### src/rtl/rsa_pkg.sv
// Shared RSA datapath definitions: operand width and the modular-product FSM states.
// Also used by the Montgomery multiplier and the exponentiation controller.
package rsa_pkg;

  localparam int RSA_W = 256;

  typedef enum logic [1:0] {
    IDLE = 2'd0,
    RUN  = 2'd1,
    DONE = 2'd2
  } modprod_state_t;

  // Cycles from an accepted start to the edge that raises out_ready
  function automatic int modprod_latency(input int w, input int k);
    return w + k;
  endfunction

endpackage

### src/rtl/rsa_mod_product_mod_double_step.sv
// One shift-and-reduce step: m_next = (2*m + bit) mod n, assuming m < n on entry.
// Purely combinational; holds the only wide add/compare/subtract of the block.
module mod_double_step #(
  parameter int W = 256
) (
  input  logic [W-1:0] m,
  input  logic         bit_in,
  input  logic [W-1:0] n,
  output logic [W-1:0] m_next
);

  logic [W:0]   w_t;
  logic         w_ge;
  logic [W-1:0] w_diff;

  // {m, bit} is exactly 2*m + bit on W+1 bits; the carry bit alone proves t >= n
  assign w_t    = {m, bit_in};
  assign w_ge   = w_t[W] | (w_t[W-1:0] >= n);
  assign w_diff = w_t[W-1:0] - n;
  assign m_next = w_ge ? w_diff : w_t[W-1:0];

endmodule

### src/rtl/rsa_mod_product.sv
// Bit-serial (Y * 2^K) mod N for mapping operands into the Montgomery domain.
// Optional macro RSA_MODPROD_CHECK_EN enables the zero-modulus error path.
module rsa_mod_product
  import rsa_pkg::*;
#(
  parameter int W     = RSA_W,
  parameter int K     = RSA_W,
  parameter int CNT_W = $clog2(W + K + 1)
) (
  input  logic         clk,
  input  logic         rst_n,
  input  logic         start,
  input  logic [W-1:0] y,
  input  logic [W-1:0] n,
  output logic         busy,
  output logic [W-1:0] out,
  output logic         out_ready,
  output logic         err
);

  modprod_state_t r_state;
  modprod_state_t w_state_next;

  logic [W-1:0]     r_ysh;
  logic [W-1:0]     r_nn;
  logic [W-1:0]     r_m;
  logic [CNT_W-1:0] r_cnt;
  logic [W-1:0]     r_out;
  logic             r_out_ready;

  logic             w_accept;
  logic             w_last;
  logic             w_bit;
  logic             w_n_zero;
  logic             w_busy;
  logic [W-1:0]     w_m_next;

`ifdef RSA_MODPROD_CHECK_EN
  assign w_n_zero = (n == '0);
`else
  assign w_n_zero = 1'b0;
`endif

  assign w_accept = start && (r_state != RUN);
  assign w_last   = (r_state == RUN) && (r_cnt == CNT_W'(W + K - 1));
  // Y enters MSB first; once it is exhausted the remaining K steps double only
  assign w_bit    = (r_cnt < CNT_W'(W)) ? r_ysh[W-1] : 1'b0;

  mod_double_step #(
    .W (W)
  ) u_step (
    .m      (r_m),
    .bit_in (w_bit),
    .n      (r_nn),
    .m_next (w_m_next)
  );

  always_ff @(posedge clk or negedge rst_n) begin
    if (!rst_n) begin
      r_state <= IDLE;
    end else begin
      r_state <= w_state_next;
    end
  end

  always_comb begin
    w_state_next = r_state;
    case (r_state)
      IDLE, DONE: begin
        if (start) begin
          w_state_next = w_n_zero ? DONE : RUN;
        end
      end
      RUN: begin
        if (w_last) begin
          w_state_next = DONE;
        end
      end
      default: w_state_next = IDLE;
    endcase
  end

  always_comb begin
    w_busy = (r_state == RUN);
  end

  always_ff @(posedge clk or negedge rst_n) begin
    if (!rst_n) begin
      r_ysh       <= '0;
      r_nn        <= '0;
      r_m         <= '0;
      r_cnt       <= '0;
      r_out       <= '0;
      r_out_ready <= 1'b0;
    end else if (w_accept) begin
      r_ysh       <= y;
      r_nn        <= n;
      r_m         <= '0;
      r_cnt       <= '0;
      r_out_ready <= w_n_zero;
      if (w_n_zero) begin
        r_out <= '0;
      end
    end else if (r_state == RUN) begin
      r_ysh <= r_ysh << 1;
      r_m   <= w_m_next;
      r_cnt <= r_cnt + CNT_W'(1);
      if (w_last) begin
        r_out       <= w_m_next;
        r_out_ready <= 1'b1;
      end
    end
  end

`ifdef RSA_MODPROD_CHECK_EN
  logic r_err;

  always_ff @(posedge clk or negedge rst_n) begin
    if (!rst_n) begin
      r_err <= 1'b0;
    end else if (w_accept) begin
      r_err <= w_n_zero;
    end
  end

  assign err = r_err;
`else
  assign err = 1'b0;
`endif

  assign busy      = w_busy;
  assign out       = r_out;
  assign out_ready = r_out_ready;

endmodule

### config.mk
export PLATFORM = sky130hd
export DESIGN_NAME = rsa_mod_product
export DESIGN_NICKNAME = d
export VERILOG_FILES = /design/src/rtl/rsa_pkg.sv /design/src/rtl/rsa_mod_product_mod_double_step.sv /design/src/rtl/rsa_mod_product.sv
export SDC_FILE = /design/constraint.sdc
export NUM_CORES = 2
export LEC_CHECK = 0
export BUFFER_PORTS_ARGS = -buffer_cell sky130_fd_sc_hd__buf_4
export CORE_MARGIN = 2
export CORE_UTILIZATION = 54
export DETAILED_ROUTE_END_ITERATION = 12
export PLACE_DENSITY = 0.86
export SYNTH_ARGS = -nofsm -noshare
export SYNTH_HDL_FRONTEND = slang
export SYNTH_SLANG_ARGS = --single-unit
### constraint.sdc
create_clock -name clk -period 3.8 [get_ports clk]
set_input_delay 0 -clock clk [delete_from_list [all_inputs] [get_ports clk]]
set_output_delay 0 -clock clk [all_outputs]
set_load 0.02 [all_outputs]
==> PnR_summary.wiki, run 1 <==
{| class="wikitable"
! Metric !! Value
|-
| Total GRT Usage || 75.6%
|-
| Syn Area/Cell || 8.46 µm²
|-
| Post-place setup slack || -1010 ps
|-
| Sequential-to-total area share from yosys stat || 40.6%
|-
| Clock sinks || 1037
|-
| Dominant register cell in the synthesized netlist || sky130_fd_sc_hd__dfrtp_1
|-
| Error that stopped the run || [ERROR GRT-0232] Routing congestion too high. Check the congestion heatmap in the GUI.
|-
| HPWL after detailed placement || 231000 µm
|-
| Number of buffers added by the clock tree synthesis step || 108
|-
| Post-Syn Nets || 8319
|-
| Yosys synthesis warning count || 0
|-
| Worst endpoint kind after the last repair || register input
|-
| Synth Cell Area || 63800 µm²
|-
| Number of input and output port buffers inserted || 772
|-
| Maximum number of buffers from clock root to sink || 3
|-
| Top-level I/O count || 774
|-
| Root buffer cell || sky130_fd_sc_hd__clkbuf_16
|-
| Floorplan die width || 348 µm
|-
| Pin count of the biggest net entering global routing || 207
|-
| Failing step || global routing
|-
| Synthesis-stage register bit count || 1037
|-
| Endpoint with the least setup slack after the last global-route repair || r_m[227]$_DFFE_PN0P_/D
|-
| Number of distinct standard cells referenced by the synthesized netlist || 95
|-
| Synth async-reset ratio || 100%
|-
| Status || did not finish
|-
| Residual overflow from global routing || 126
|-
| Die Y || 348 µm
|-
| Row count || 126
|-
| Final weighted congestion in routability-driven placement || 1.13
|-
| Starting density of the core || 54.3%
|-
| Synthesized instance count || 7546
|-
| H-tree depth || 3
|-
| Post-synth EDFFs || 0
|}
[Yosys cell counts, drive strengths merged, types with 26 or more instances]
library cell | count | area share, %
xnor2 | 140 | 1.9
inv | 374 | 2.2
dfrtp | 1037 | 41
mux2i | 302 | 4.7
clkbuf | 401 | 2.4
buf | 61 | 0.44
a21o | 112 | 1.3
a211oi | 26 | 0.34
nor4 | 36 | 0.39
o21a | 48 | 0.57
o31ai | 35 | 0.44
ha | 257 | 5.0
a31oi | 34 | 0.34
nor2 | 381 | 2.2
nand2 | 1203 | 7.1
o21ai | 1187 | 9.3
nor3 | 85 | 0.68
nand3 | 207 | 1.6
nand4 | 185 | 1.8
o21bai | 107 | 1.3
a21oi | 620 | 4.9
xor2 | 101 | 1.4
a21boi | 31 | 0.36
mux2 | 266 | 4.7
[timing repair]
action / 4_1_cts
resized for setup: 282
hold endpoints to repair: 954
pin swaps: 66
setup buffers: 59
endpoints found under the setup margin: 512
hold buffers: 596
gates cloned: 11
[cells by family after synthesis]
family          after synthesis  synth area share [%]
other cells                   1               0.00587
simple gates               2226                  15.2
mux                         568                  9.43
fa+ha+maj                   258                  5.07
compound gates             2378                  21.4
xor+xnor                    241                  3.31
flops                      1037                  40.6
buf+inv                     837                  5.00
[metrics by stage]
stage	std cells	area (µm²)
4_1_cts	12100	96000
3_5_place_dp	11200	84300
3_3_place_gp	11200	84300
2_1_floorplan	7546	64200
[routing by layer]
metal,track usage [%],GRT overflow
met1,77.0,2
met5,30.3,0
met4,72.2,61
met2,92.3,61
met3,59.7,2
==> inputs of run 2 (changes only) <==
CORE_UTILIZATION = 40   (was 54)
PLACE_DENSITY = unset   (was 0.86)
PLACE_DENSITY_LB_ADDON = 0.15   (was unset)
clock period = 4.95 ns   (was 3.8 ns; I/O delays follow)
==> run 2 against run 1 <==
The flow now finishes without violations; area after synthesis unchanged; synthesized cell count unchanged.
==> PnR_summary.wiki, run 2 <==
{| class="wikitable"
! Metric !! Value
|-
| Cell accounting for the most synthesized area || sky130_fd_sc_hd__dfrtp_1
|-
| Maximum fanout along the worst path || 4
|-
| Clock slew seen by the registers of the worst setup and hold paths || 60 ps
|-
| Commonest non-fill, non-tap cell in the layout || sky130_fd_sc_hd__buf_4
|-
| Post-place setup slack || -349 ps
|-
| DRC marker count from the first detailed-route iteration || 5333
|-
| Total GRT Usage || 33.1%
|-
| Hold path start || n[162]
|-
| Destination of the worst register-to-register timing path || r_m[127]
|-
| Hold WS || 29.9 ps
|-
| Final Cell Area || 87400 µm²
|-
| Row count || 146
|-
| Maximum cell stage delay along the critical path || 400 ps
|-
| Yosys synthesis warning count || 0
|-
| Post-route fraction of the period consumed by the critical path || 97.1%
|-
| Post-route worst setup slack || 145 ps
|-
| Crit Path Category || flip-flop to flip-flop
|-
| Synth top area cells || sky130_fd_sc_hd__dfrtp_1 (41%), sky130_fd_sc_hd__o21ai_0 (8.5%), sky130_fd_sc_hd__nand2_1 (7.1%), sky130_fd_sc_hd__ha_1 (5.0%), sky130_fd_sc_hd__a21oi_1 (4.8%)
|-
| First-pass iteration count of the detailed router || 6
|-
| Clock sinks || 1037
|-
| Final weighted congestion in routability-driven placement || 1.02
|-
| Endpoints failing setup || 0
|-
| Die Y || 404 µm
|-
| H-tree depth || 3
|-
| Root buffer cell || sky130_fd_sc_hd__clkbuf_16
|-
| Vias || 64.4k
|-
| Total design power || 62.2 mW
|-
| Net count reported at finish || 10.1k
|-
| Core occupancy in the finished layout || 55.2%
|-
| Worst hold-check path type || input port to flip-flop
|-
| Post-synth EDFFs || 0
|-
| Max Cap Violations || 0
|-
| Worst-Skew Late Latency || 810 ps
|-
| Residual antenna-violating net count after detailed routing || 0
|-
| Sequential-to-total area share from yosys stat || 40.6%
|-
| Number of antenna violations at the first check in global routing || 27
|-
| Maximum number of buffers from clock root to sink || 3
|-
| Total count of hold-check failures in the final report || 0
|-
| Share of final-layout standard cells stronger than drive strength 1 || 19.6%
|-
| FF-to-FF setup slack || 140 ps
|-
| Dominant register cell in the synthesized netlist || sky130_fd_sc_hd__dfrtp_1
|-
| Synth async-reset ratio || 100%
|-
| LEAKAGE || 40.2 nW
|-
| Synth top cells by count || sky130_fd_sc_hd__nand2_1 (1203), sky130_fd_sc_hd__o21ai_0 (1083), sky130_fd_sc_hd__dfrtp_1 (1037)
|-
| Largest clock skew in the final design || 63.3 ps
|-
| Worst slew pin tran || 1110 ps
|-
| Number of buffers added by the clock tree synthesis step || 115
|-
| Placed cell area || 74400 µm²
|-
| Capture endpoint of the worst hold path || r_nn[162]
|-
| Number of input and output port buffers inserted || 772
|-
| Floorplan die width || 404 µm
|-
| Final WL || 277000 µm
|-
| Final critical delay including setup and external delays || 4810 ps
|-
| Worst Path Required || 5540 ps
|-
| Achievable frequency || 208 MHz
|-
| HPWL after detailed placement || 210000 µm
|-
| DRC violation count after routing || 0
|-
| Element type at the critical path start || flip-flop
|-
| Top-level I/O count || 774
|-
| Std-Cell Core Area || 158000 µm²
|-
| Worst R2R Start || r_m[1]
|-
| Final count of pins violating max slew || 0
|-
| Global-route wire length before repair || 411000 µm
|-
| Clock tree from TritonCTS || yes
|-
| Wire length per cell || 24.1 µm
|-
| Worst slew margin relative to its limit || 26.2%
|-
| Starting density of the core || 40.3%
|-
| Residual overflow from global routing || 0
|-
| Fraction of synthesized cell area taken by the top area cell type || 40.6%
|-
| Synthesized instance count || 7546
|-
| Detail-routed via count per cell || 5.61
|-
| Register-to-Register Path Depth || 20
|-
| Number of instances on the worst hold path || 3
|-
| Worst EP arrival || 5400 ps
|-
| Commonest cells after routing, fill and taps aside || sky130_fd_sc_hd__buf_4 (1225), sky130_fd_sc_hd__nand2_1 (1201), sky130_fd_sc_hd__o21ai_0 (1076)
|-
| Status || completed
|-
| Worst ir drop on vdd || 0.000398 V
|-
| Power density over cell area || 712 nW/µm²
|-
| Area of the die || 163000 µm²
|-
| Synthesis-stage register bit count || 1037
|-
| Synth Cell Area || 63800 µm²
|-
| Post-Syn Nets || 8319
|-
| Via count of the first global-routing pass || 65.0k
|-
| Pin count of the biggest net entering global routing || 239
|-
| Most frequently used cell type in the post-synthesis netlist || sky130_fd_sc_hd__nand2_1
|-
| Crit end category || flip-flop
|-
| Syn Area/Cell || 8.46 µm²
|-
| Area growth, synth to finish || 36.9%
|-
| Number of distinct standard cells referenced by the synthesized netlist || 95
|-
| Cell Chain, Critical Path || ha_1 > a21oi_1 > buf_4 > a211oi_4 > o211ai_1 > a21oi_1 > nor3_2 > buf_4 > o31ai_1 > buf_4 > a21oi_2 > o211ai_1 > buf_4 > a41oi_2 > o21ai_0 > buf_4 > a41oi_1 > xnor2_1 > mux2i_2 > o21ai_0
|-
| Most numerous cell on the critical path || sky130_fd_sc_hd__buf_4
|-
| Max stage delay cell, worst path || sky130_fd_sc_hd__dfrtp_1
|}
-- run 2: cell counts after synthesis --
No cell type changed its count.
-- run 2: final cells by class --
type	instances	area, µm²
clock inverter	43	629
antenna	23	57.6
clock buffer	167	3370
multi-input combinational	5672	35200
sequential	1037	25900
timing repair buffer	2091	18200
inverter	375	1420
fill	14200	71000
tap	2072	2590
-- run 2: worst max path at each step --
stage	from	endpoint	slack, ps	depth (start not counted)
2_1_floorplan	r_cnt[9]	r_m[236]	860	19
3_3_place_gp	r_cnt[9]	out[127]	-320	21
3_5_place_dp	r_nn[48]	r_m[241]	-350	18
4_1_cts	r_cnt[9]	r_m[219]	10	23
5_1_grt	r_m[1]	out[231]	-50	18
6_report	r_m[1]	r_m[127]	140	20
-- run 2: repair_timing --
item                       4_1_cts  5_1_grt
hold buffers                   833        0
setup buffers                    4       13
hold endpoints to repair       782        0
resized for setup               28       67
setup endpoints to repair       45      322
pin swaps                        5       29
-- run 2: critical path: cells and delay by family, from the launching register on --
family / cells / cell delay (ps)
simple gates: 1 / 180
xor+xnor: 1 / 150
flops: 1 / 400
fa+ha+maj: 1 / 330
compound gates: 11 / 2370
buf+inv: 5 / 890
mux: 1 / 290
-- run 2: routing by layer --
| layer | vias to the layer above | share of wire [%] | wire length (µm) | global-route usage [%] |
|---|---|---|---|---|
| li1 | 30100 | - | - | - |
| met1 | 31600 | 45 | 123000 | 45.6 |
| met2 | 2262 | 45 | 124000 | 52.6 |
| met3 | 374 | 6.9 | 19200 | 6.08 |
| met4 | 12 | 3.6 | 10000 | 10.3 |
| met5 | - | 0.027 | 76 | 0 |
-- run 2: where the power goes --
part           internal (mW)  switching [mW]
clock                   5.22            3.88
combinational           15.1            24.7
sequential              11.3            2.08
total                   31.6            30.7
-- run 2: cells by family after synthesis --
| logic type | synth area share, % |
|---|---|
| fa+ha+maj | 5.07 |
| mux | 9.43 |
| simple gates | 15.2 |
| compound gates | 21.4 |
| buf+inv | 5.00 |
| flops | 40.6 |
| other cells | 0.00587 |
| xor+xnor | 3.31 |
-- run 2: per-stage QoR --
| stage | std cells | setup TNS, ps |
|---|---|---|
| after global placement | 10400 | -4640 |
| after CTS | 11400 | 0 |
| after floorplan | 7546 | 0 |
| after global routing | 11500 | -180 |
| final | 11500 | 0 |
| after detailed placement | 10400 | -4390 |
Power figures use the tool's default switching activity.
